### src/rtl/rom_boot_loader.sv
// Frames a UART byte stream (0xA5, LEN_LO, LEN_HI, LEN words LSB first) into ROM word writes,
// holding the core in reset while loading. Define ROM_LOADER_CHECKSUM_EN for a trailing checksum.
module rom_boot_loader #(
  parameter logic [31:0] BASE_ADDR      = 32'h0000_0000,
  parameter int unsigned MAX_WORDS      = 256,
  parameter int unsigned TIMEOUT_CYCLES = 1_000_000
) (
  input  logic        clk,
  input  logic        rst,
  input  logic        start_i,
  input  logic        rx_valid_i,
  input  logic [7:0]  rx_data_i,
  output logic        w_en_o,
  output logic [31:0] w_addr_o,
  output logic [31:0] w_data_o,
  output logic [3:0]  w_sel_o,
  output logic        hold_o,
  output logic        done_o,
  output logic        err_o,
  output logic [15:0] words_o
);

  localparam int unsigned TimerW = $clog2(TIMEOUT_CYCLES + 1);
  localparam logic [TimerW-1:0] TimerLast = TimerW'(TIMEOUT_CYCLES - 1);

  localparam logic [2:0] StIdle  = 3'd0;
  localparam logic [2:0] StSync  = 3'd1;
  localparam logic [2:0] StLenLo = 3'd2;
  localparam logic [2:0] StLenHi = 3'd3;
  localparam logic [2:0] StData  = 3'd4;
`ifdef ROM_LOADER_CHECKSUM_EN
  localparam logic [2:0] StCsum  = 3'd5;
`endif
  localparam logic [2:0] StDone  = 3'd6;
  localparam logic [2:0] StErr   = 3'd7;

  logic [2:0]        state_q, state_d;
  logic [15:0]       len_q, len_d;
  logic [15:0]       words_q, words_d;
  logic [1:0]        idx_q, idx_d;
  logic [23:0]       asm_q, asm_d;
  logic [TimerW-1:0] timer_q, timer_d;
  logic              w_en_q, w_en_d;
  logic [31:0]       w_addr_q, w_addr_d;
  logic [31:0]       w_data_q, w_data_d;
  logic [15:0]       len_rx;
  logic              timed;
`ifdef ROM_LOADER_CHECKSUM_EN
  logic [7:0]        sum_q, sum_d;
`endif

  assign len_rx = {rx_data_i, len_q[7:0]};

  always_comb begin
    state_d  = state_q;
    len_d    = len_q;
    words_d  = words_q;
    idx_d    = idx_q;
    asm_d    = asm_q;
    timer_d  = timer_q;
    w_en_d   = 1'b0;
    w_addr_d = w_addr_q;
    w_data_d = w_data_q;
`ifdef ROM_LOADER_CHECKSUM_EN
    sum_d    = sum_q;
    timed    = (state_q == StLenLo) || (state_q == StLenHi) || (state_q == StData) ||
               (state_q == StCsum);
`else
    timed    = (state_q == StLenLo) || (state_q == StLenHi) || (state_q == StData);
`endif

    if (timed) begin
      timer_d = rx_valid_i ? '0 : timer_q + 1'b1;
    end

    case (state_q)
      StIdle: begin
        if (start_i) state_d = StSync;
      end
      StSync: begin
        if (rx_valid_i && rx_data_i == 8'hA5) state_d = StLenLo;
      end
      StLenLo: begin
        if (rx_valid_i) begin
          len_d   = {8'h00, rx_data_i};
          state_d = StLenHi;
        end
      end
      StLenHi: begin
        if (rx_valid_i) begin
          len_d = len_rx;
          if (len_rx == 16'd0) begin
`ifdef ROM_LOADER_CHECKSUM_EN
            state_d = StCsum;
`else
            state_d = StDone;
`endif
          end else if (32'(len_rx) > MAX_WORDS) begin
            state_d = StErr;
          end else begin
            state_d = StData;
          end
        end
      end
      StData: begin
        if (words_q == len_q) begin
          // Last write is on the port this cycle; leave DATA so hold drops one cycle later.
`ifdef ROM_LOADER_CHECKSUM_EN
          if (rx_valid_i) begin
            state_d = (sum_q + rx_data_i == 8'h00) ? StDone : StErr;
          end else begin
            state_d = StCsum;
          end
`else
          state_d = StDone;
`endif
        end else if (rx_valid_i) begin
          idx_d = idx_q + 2'd1;
`ifdef ROM_LOADER_CHECKSUM_EN
          sum_d = sum_q + rx_data_i;
`endif
          case (idx_q)
            2'd0: asm_d[7:0]   = rx_data_i;
            2'd1: asm_d[15:8]  = rx_data_i;
            2'd2: asm_d[23:16] = rx_data_i;
            default: begin
              w_en_d   = 1'b1;
              w_addr_d = BASE_ADDR + {14'd0, words_q, 2'b00};
              w_data_d = {rx_data_i, asm_q};
              words_d  = words_q + 16'd1;
            end
          endcase
        end
      end
`ifdef ROM_LOADER_CHECKSUM_EN
      StCsum: begin
        if (rx_valid_i) state_d = (sum_q + rx_data_i == 8'h00) ? StDone : StErr;
      end
`endif
      StDone, StErr: begin
        if (start_i) begin
          state_d = StSync;
          len_d   = '0;
          words_d = '0;
          idx_d   = '0;
          asm_d   = '0;
          timer_d = '0;
`ifdef ROM_LOADER_CHECKSUM_EN
          sum_d   = '0;
`endif
        end
      end
      default: state_d = StIdle;
    endcase

    // A byte in the same cycle as expiry wins.
    if (timed && !rx_valid_i && timer_q == TimerLast) state_d = StErr;
  end

  always_ff @(posedge clk) begin
    if (rst) begin
      state_q  <= StIdle;
      len_q    <= '0;
      words_q  <= '0;
      idx_q    <= '0;
      asm_q    <= '0;
      timer_q  <= '0;
      w_en_q   <= 1'b0;
      w_addr_q <= '0;
      w_data_q <= '0;
`ifdef ROM_LOADER_CHECKSUM_EN
      sum_q    <= '0;
`endif
    end else begin
      state_q  <= state_d;
      len_q    <= len_d;
      words_q  <= words_d;
      idx_q    <= idx_d;
      asm_q    <= asm_d;
      timer_q  <= timer_d;
      w_en_q   <= w_en_d;
      w_addr_q <= w_addr_d;
      w_data_q <= w_data_d;
`ifdef ROM_LOADER_CHECKSUM_EN
      sum_q    <= sum_d;
`endif
    end
  end

  assign w_en_o   = w_en_q;
  assign w_addr_o = w_addr_q;
  assign w_data_o = w_data_q;
  assign w_sel_o  = w_en_q ? 4'b1111 : 4'b0000;
  assign hold_o   = ((state_q != StIdle) && (state_q != StDone)) || w_en_q;
  assign done_o   = (state_q == StDone);
  assign err_o    = (state_q == StErr);
  assign words_o  = words_q;

endmodule
### config.mk
export PLATFORM = sky130hd
export DESIGN_NAME = rom_boot_loader
export DESIGN_NICKNAME = d
export VERILOG_FILES = /design/src/rtl/rom_boot_loader.sv
export SDC_FILE = /design/constraint.sdc
export NUM_CORES = 1
export LEC_CHECK = 0
export BUFFER_PORTS_ARGS = -buffer_cell sky130_fd_sc_hd__buf_2
export CAP_MARGIN = 20
export CORE_MARGIN = 2
export CORE_UTILIZATION = 61
export DETAILED_ROUTE_END_ITERATION = 16
export HOLD_SLACK_MARGIN = 0.12
export PLACE_DENSITY = 0.83
export RECOVER_POWER = 100
export SLEW_MARGIN = 0
export SYNTH_ARGS = -nofsm -noshare
export SYNTH_HDL_FRONTEND = slang
export SYNTH_SLANG_ARGS = --single-unit
### constraint.sdc
create_clock -name clk -period 3 [get_ports clk]
set_input_delay 0.15 -clock clk [delete_from_list [all_inputs] [get_ports clk]]
set_output_delay 0.15 -clock clk [all_outputs]
set_load 0.01 [all_outputs]
Yosys cells after proc, flatten, opt, wreduce, memory -nomap -nowiden
Index checks and enable logic that the tools add are counted.
{"block": "word_totals", "ff_bits": 130, "input_bits": 12, "out_inout_bits": 88, "wordCells": 109}
{"block": "op_classes", "n_addsub": 3, "magnitude_cmp": 1, "eq_ne": 26, "n_mux": 34, "bitwise_logic": 5, "reduce_logical": 28}
{"op": "$mux W16", "count": 6}
{"op": "$mux W20", "count": 4}
{"op": "$mux W24", "count": 3}
{"op": "$pmux W16 S3", "count": 1}
{"op": "$pmux W24 S2", "count": 1}
{"op": "$pmux W16 S2", "count": 1}
{"op": "$reduce_and A5 Y1", "count": 5}
{"op": "$mux W8", "count": 3}
{"op": "$add A20 B1 Y20 const B", "count": 1}
{"op": "$eq A20 B20 Y1 const B", "count": 1}
{"op": "$mux W3", "count": 6}
{"op": "$add A16 B1 Y16 const B", "count": 1}
{"op": "$eq A16 B16 Y1", "count": 1}
{"op": "$gt A16 B9 Y1 const B", "count": 1}
{"op": "$logic_not A16 Y1", "count": 1}
{"op": "$reduce_and A4 Y1", "count": 4}
{"op": "$pmux W3 S5", "count": 1}
{"op": "$ne A2 B2 Y1 const B", "count": 6}
{"op": "$mux W2", "count": 5}
{"op": "$eq A3 B3 Y1 const B", "count": 3}
{"op": "$eq A8 B8 Y1 const B", "count": 1}
{"op": "$eq A3 B2 Y1 const B", "count": 2}
{"op": "$ne A2 B1 Y1 const B", "count": 3}
{"op": "$ne A3 B1 Y1 const B", "count": 2}
{"op": "other kinds (20)", "count": 34}

Longest topological paths before layout
{"block": "depth", "depth_word": 7, "mapped_depth": 9, "depth_no_buf": 6}

Least setup slack after synthesis
Ideal clock, no wire load.
{"block": "synth_path", "kind": "flip-flop to flip-flop", "start": "register words_q[7], in the netlist words_o[7]", "end": "register asm_q[10]", "setup_time_ns": 0.117, "arrival_time_ns": 1.754, "required_ns": 2.883, "setup_slack_ns": 1.128, "stages_incl_launch_ff": 8, "n_path_buf": 2, "synth_period_minus_slack_ns": 1.872, "cell_sequence": "dfxtp_1 buf_2 xor2_1 nor4_1 nand4_1 and4_1 clkbuf_1 a32o_1"}
{"block": "synth_via", "elab_chain_len": 3}
{"item": "from (decl)", "line": "39", "rtl": "logic [15:0] words_q, words_d;"}
{"item": "from (signal assigned)", "line": "177", "rtl": "words_q <= words_d;"}
{"item": "$eq A16 B16 Y1", "line": "106", "rtl": "if (words_q == len_q) begin"}
{"item": "$ne A2 B2 Y1 (no line)"}
{"item": "$reduce_and A5 Y1 (no line)"}
{"item": "to (signal assigned)", "line": "179", "rtl": "asm_q <= asm_d;"}
{"item": "to (decl)", "line": "41", "rtl": "logic [23:0] asm_q, asm_d;"}
Every way passes these cells.
A chain may end at the register's enable or synchronous reset.

Worst setup path after layout
{"block": "layout_path", "start": "register words_q[12], in the netlist words_o[12]", "end": "register w_data_q[15], in the netlist w_data_o[15]"}
{"block": "layout_via", "elab_chain_len": 3}
{"item": "$eq A16 B16 Y1", "line": "106"}
{"item": "$not A1 Y1 (no line)"}
{"item": "$reduce_and A4 Y1 (no line)"}
{"item": "to (signal assigned)", "line": "183", "rtl": "w_data_q <= w_data_d;"}
{"item": "to (decl)", "line": "45", "rtl": "logic [31:0] w_data_q, w_data_d;"}
Every way passes these cells.

==> metrics <==
outcome complete, no violations; area of the multi-input gates 0.00296 sq mm; drt first-iter violations 410; CP top delay family simple AND/OR/NAND/NOR gates; Worst-path clk slew 0.06 ns; FMAX 354 MHz; Die Area 0.0106 sq mm; Comb power frac 19.4%; cts repair resizes 0; Die Wd 103 um; max cap viols 0; critical-path maximum fanout 28; DRT antenna net count 0; Num CTS Buffers 17; vias 5,537; Synth Cell Area 0.00599 sq mm; Fillers 787; worst path cell trace xor2_1 > nor4_1 > and4_2 > clkbuf_1 > o21ai_0 > a21oi_1; root buf cell clkbuf_8; FP Rows 36; vias per inst 6.07; PortBufs 83; clock latency on the worst-skew pair 0.54 ns; H-tree depth 4; initial antenna violation count 0; Unique masters post-synth 52; Setup Skew 0.00890 ns; Req. time, crit path 3.46 ns; post-synthesis simple-gate area fraction 21.2%; Sw Pwr 1600 uW; final worst-path cycle share 94.2%; pin count of the biggest net entering global routing 69; EDFF count, synth 0; crit start category flip-flop; Finish-stage setup viols 0; complex-gate fraction of the synthesized area 17.3%; GRT Util Overall 30.9%; commonest non-fill, non-tap cell in the layout dfxtp_1; # DRC 0; area share of xor/xnor cells in the synthesized design 5.27%; Die H 103 um; fraction of layout cells with a size suffix above 1 8.60%; NumNets Final 785; Yosys warning count 0; Worst setup EP type flip-flop; setup TNS 0 ns; routability cong. 0.874; post-synth top area share 43.5%; main combinational cell family by area after synthesis simple AND/OR/NAND/NOR gates; worst vdd ir 0.497 mV; antenna diode count 0; final hold vios 0; max_slew headroom 28.9%; Pre-antenna DRT Iters 7; Cell Pwr Density 744 mW/mm^2; final WL 16.0 mm; Async SR Flop Fraction 0%; slowest stage cell, crit path and4_2; unrepaired setup endpoints after global routing no; CP peak stage delay 0.67 ns; pre-CTS setup slack 0.608 ns; clk buf depth 2; CTS tree yes; core region area 0.00964 sq mm; Synth Flop Type dfxtp_1; Hold Path Class primary input to flip-flop; busiest grt layer met2; M1 GR Usage 38.5%; top cells by area, synth dfxtp_1 43%, nand3_1 6.0%, a21oi_1 5.6%, o21ai_0 4.3%, mux2i_1 3.7%; Cell Int Power 3580 uW; GRT met2 Usage 49.2%; Slew Viols, Final 0; io pins 100; syn avg cell area 8.58 sq um; synth-to-layout area growth 16.3%; Adder-Cell Fraction of Synth Area 1.25%; most frequent cells in the layout 130 x dfxtp_1, 75 x clkbuf_1, 72 x nand3_1; Clk pwr share 45.2%; Yosys reg bits 130; met3 Usage GRT 9.08%; GRT overflow 0; sequential area share after synthesis 43.5%; mux cell area share after synthesis 3.68%; worst path arrival time 3.29 ns; first-pass GRT wire length 25.3 mm; worst path bufs/invs 1; Sw Share 30.9%; Initial Utilization 62.1%; Tightest Pin Transition 1.06 ns; Syn Inst Count 698; HPWL after detailed placement 10.1 mm; setup ws final 0.175 ns; Synth area leader dfxtp_1; Hold Slack 0.140 ns; Wirelength per Cell 17.5 um; vias in the first global route 5,157; Leak Pwr 0.00257 uW; Reg area 0.00260 sq mm; # clock sinks 130; Final min period 2.83 ns; Crit Path Class flip-flop to flip-flop; sequential share of power 35.5%
## worst paths after layout
check	start	end	slack [ns]	depth (start not counted)
max	words_o[12]	w_data_o[15]	0.17	6
min reg2reg	asm_q[3]	asm_q[3]	0.46	2
max reg2reg	words_o[12]	w_data_o[15]	0.17	6
min	start_i	idx_q[1]	0.14	4
## synthesized netlist by cell type, types with 2 or more instances
cell and count:
dfxtp_1 130, nand3_1 72, a21oi_1 67, nand2_1 56
o21ai_0 52, nor2_1 46, clkbuf_1 35, mux2i_1 22
buf_4 21, xor2_1 21, xnor2_1 15, a32o_1 14
inv_1 10, nor4_1 10, or4_1 10, and2_1 9
nand4_1 9, o31ai_1 9, and3_1 8, and4_1 8
nor3_1 8, buf_2 6, ha_1 6, or3_1 5
a31oi_1 4, buf_1 4, clkbuf_8 4, buf_6 3
nor2b_1 3, o2111ai_1 3, o211ai_1 3, or2_2 3
a31o_2 2, o21ai_2 2
## flip-flops by register name (all words and copies together) (netlist names)
signal    cells
w_en_o        1
state_q       3
timer_q      20
words_o      16
w_addr_o     16
idx_q         2
len_q        16
w_data_o     32
asm_q        24
## power by group through the flow
stage / combinational (uW) / sequential, uW / clock, uW
floorplan: 825 / 1840 / 0
global placement: 983 / 1870 / 0
detailed placement: 1000 / 1870 / 0
CTS: 1030 / 1840 / 2350
global route: 1090 / 1840 / 2440
finish: 1000 / 1840 / 2340
## per-stage QoR
step           cells  instance area (sq um)  util, %  power (uW)
6_report         912                   6970     72.3        5180
5_1_grt          912                   6970     72.3        5370
4_1_cts          912                   7090     73.6        5210
3_5_place_dp     870                   6310     65.5        2880
3_3_place_gp     870                   6310     65.5        2850
2_1_floorplan    713                   6040        -        2660
## metal layers
layer / vias up / part of all wire (%) / routed length, um
met4: 0 / 3.0 / 472
met2: 277 / 47 / 7560
li1: 2600 / - / -
met5: - / 0 / 0
met1: 2607 / 41 / 6550
met3: 53 / 8.7 / 1390
## tightest hold or removal path: stages
cell and delay [ns]:
buf_2 0.12, nand3_1 0.16, o211ai_1 0.12, a21oi_1 0.08
## final cells by class
| cell class | count | area share [%] |
|---|---|---|
| Sequential cell | 130 | 37.4 |
| Clock buffer | 19 | 6.34 |
| Multi-Input combinational cell | 499 | 42.5 |
| Inverter | 10 | 0.539 |
| Timing Repair Buffer | 109 | 7.56 |
| Clock inverter | 12 | 3.27 |
| Tap cell | 133 | 2.39 |
## repair_timing
action,in CTS,in global routing
hold buffers,11,0
endpoints found under the hold margin,38,0
buffers inserted,0,0
## cells by family after synthesis
| kind of cell | Yosys count |
|---|---|
| other cells | 1 |
| compound gates | 167 |
| buf+inv | 84 |
| flops | 130 |
| fa+ha+maj | 6 |
| simple gates | 252 |
| xor+xnor | 36 |
| mux | 22 |
No activity file was read; power rests on OpenSTA's default activity.
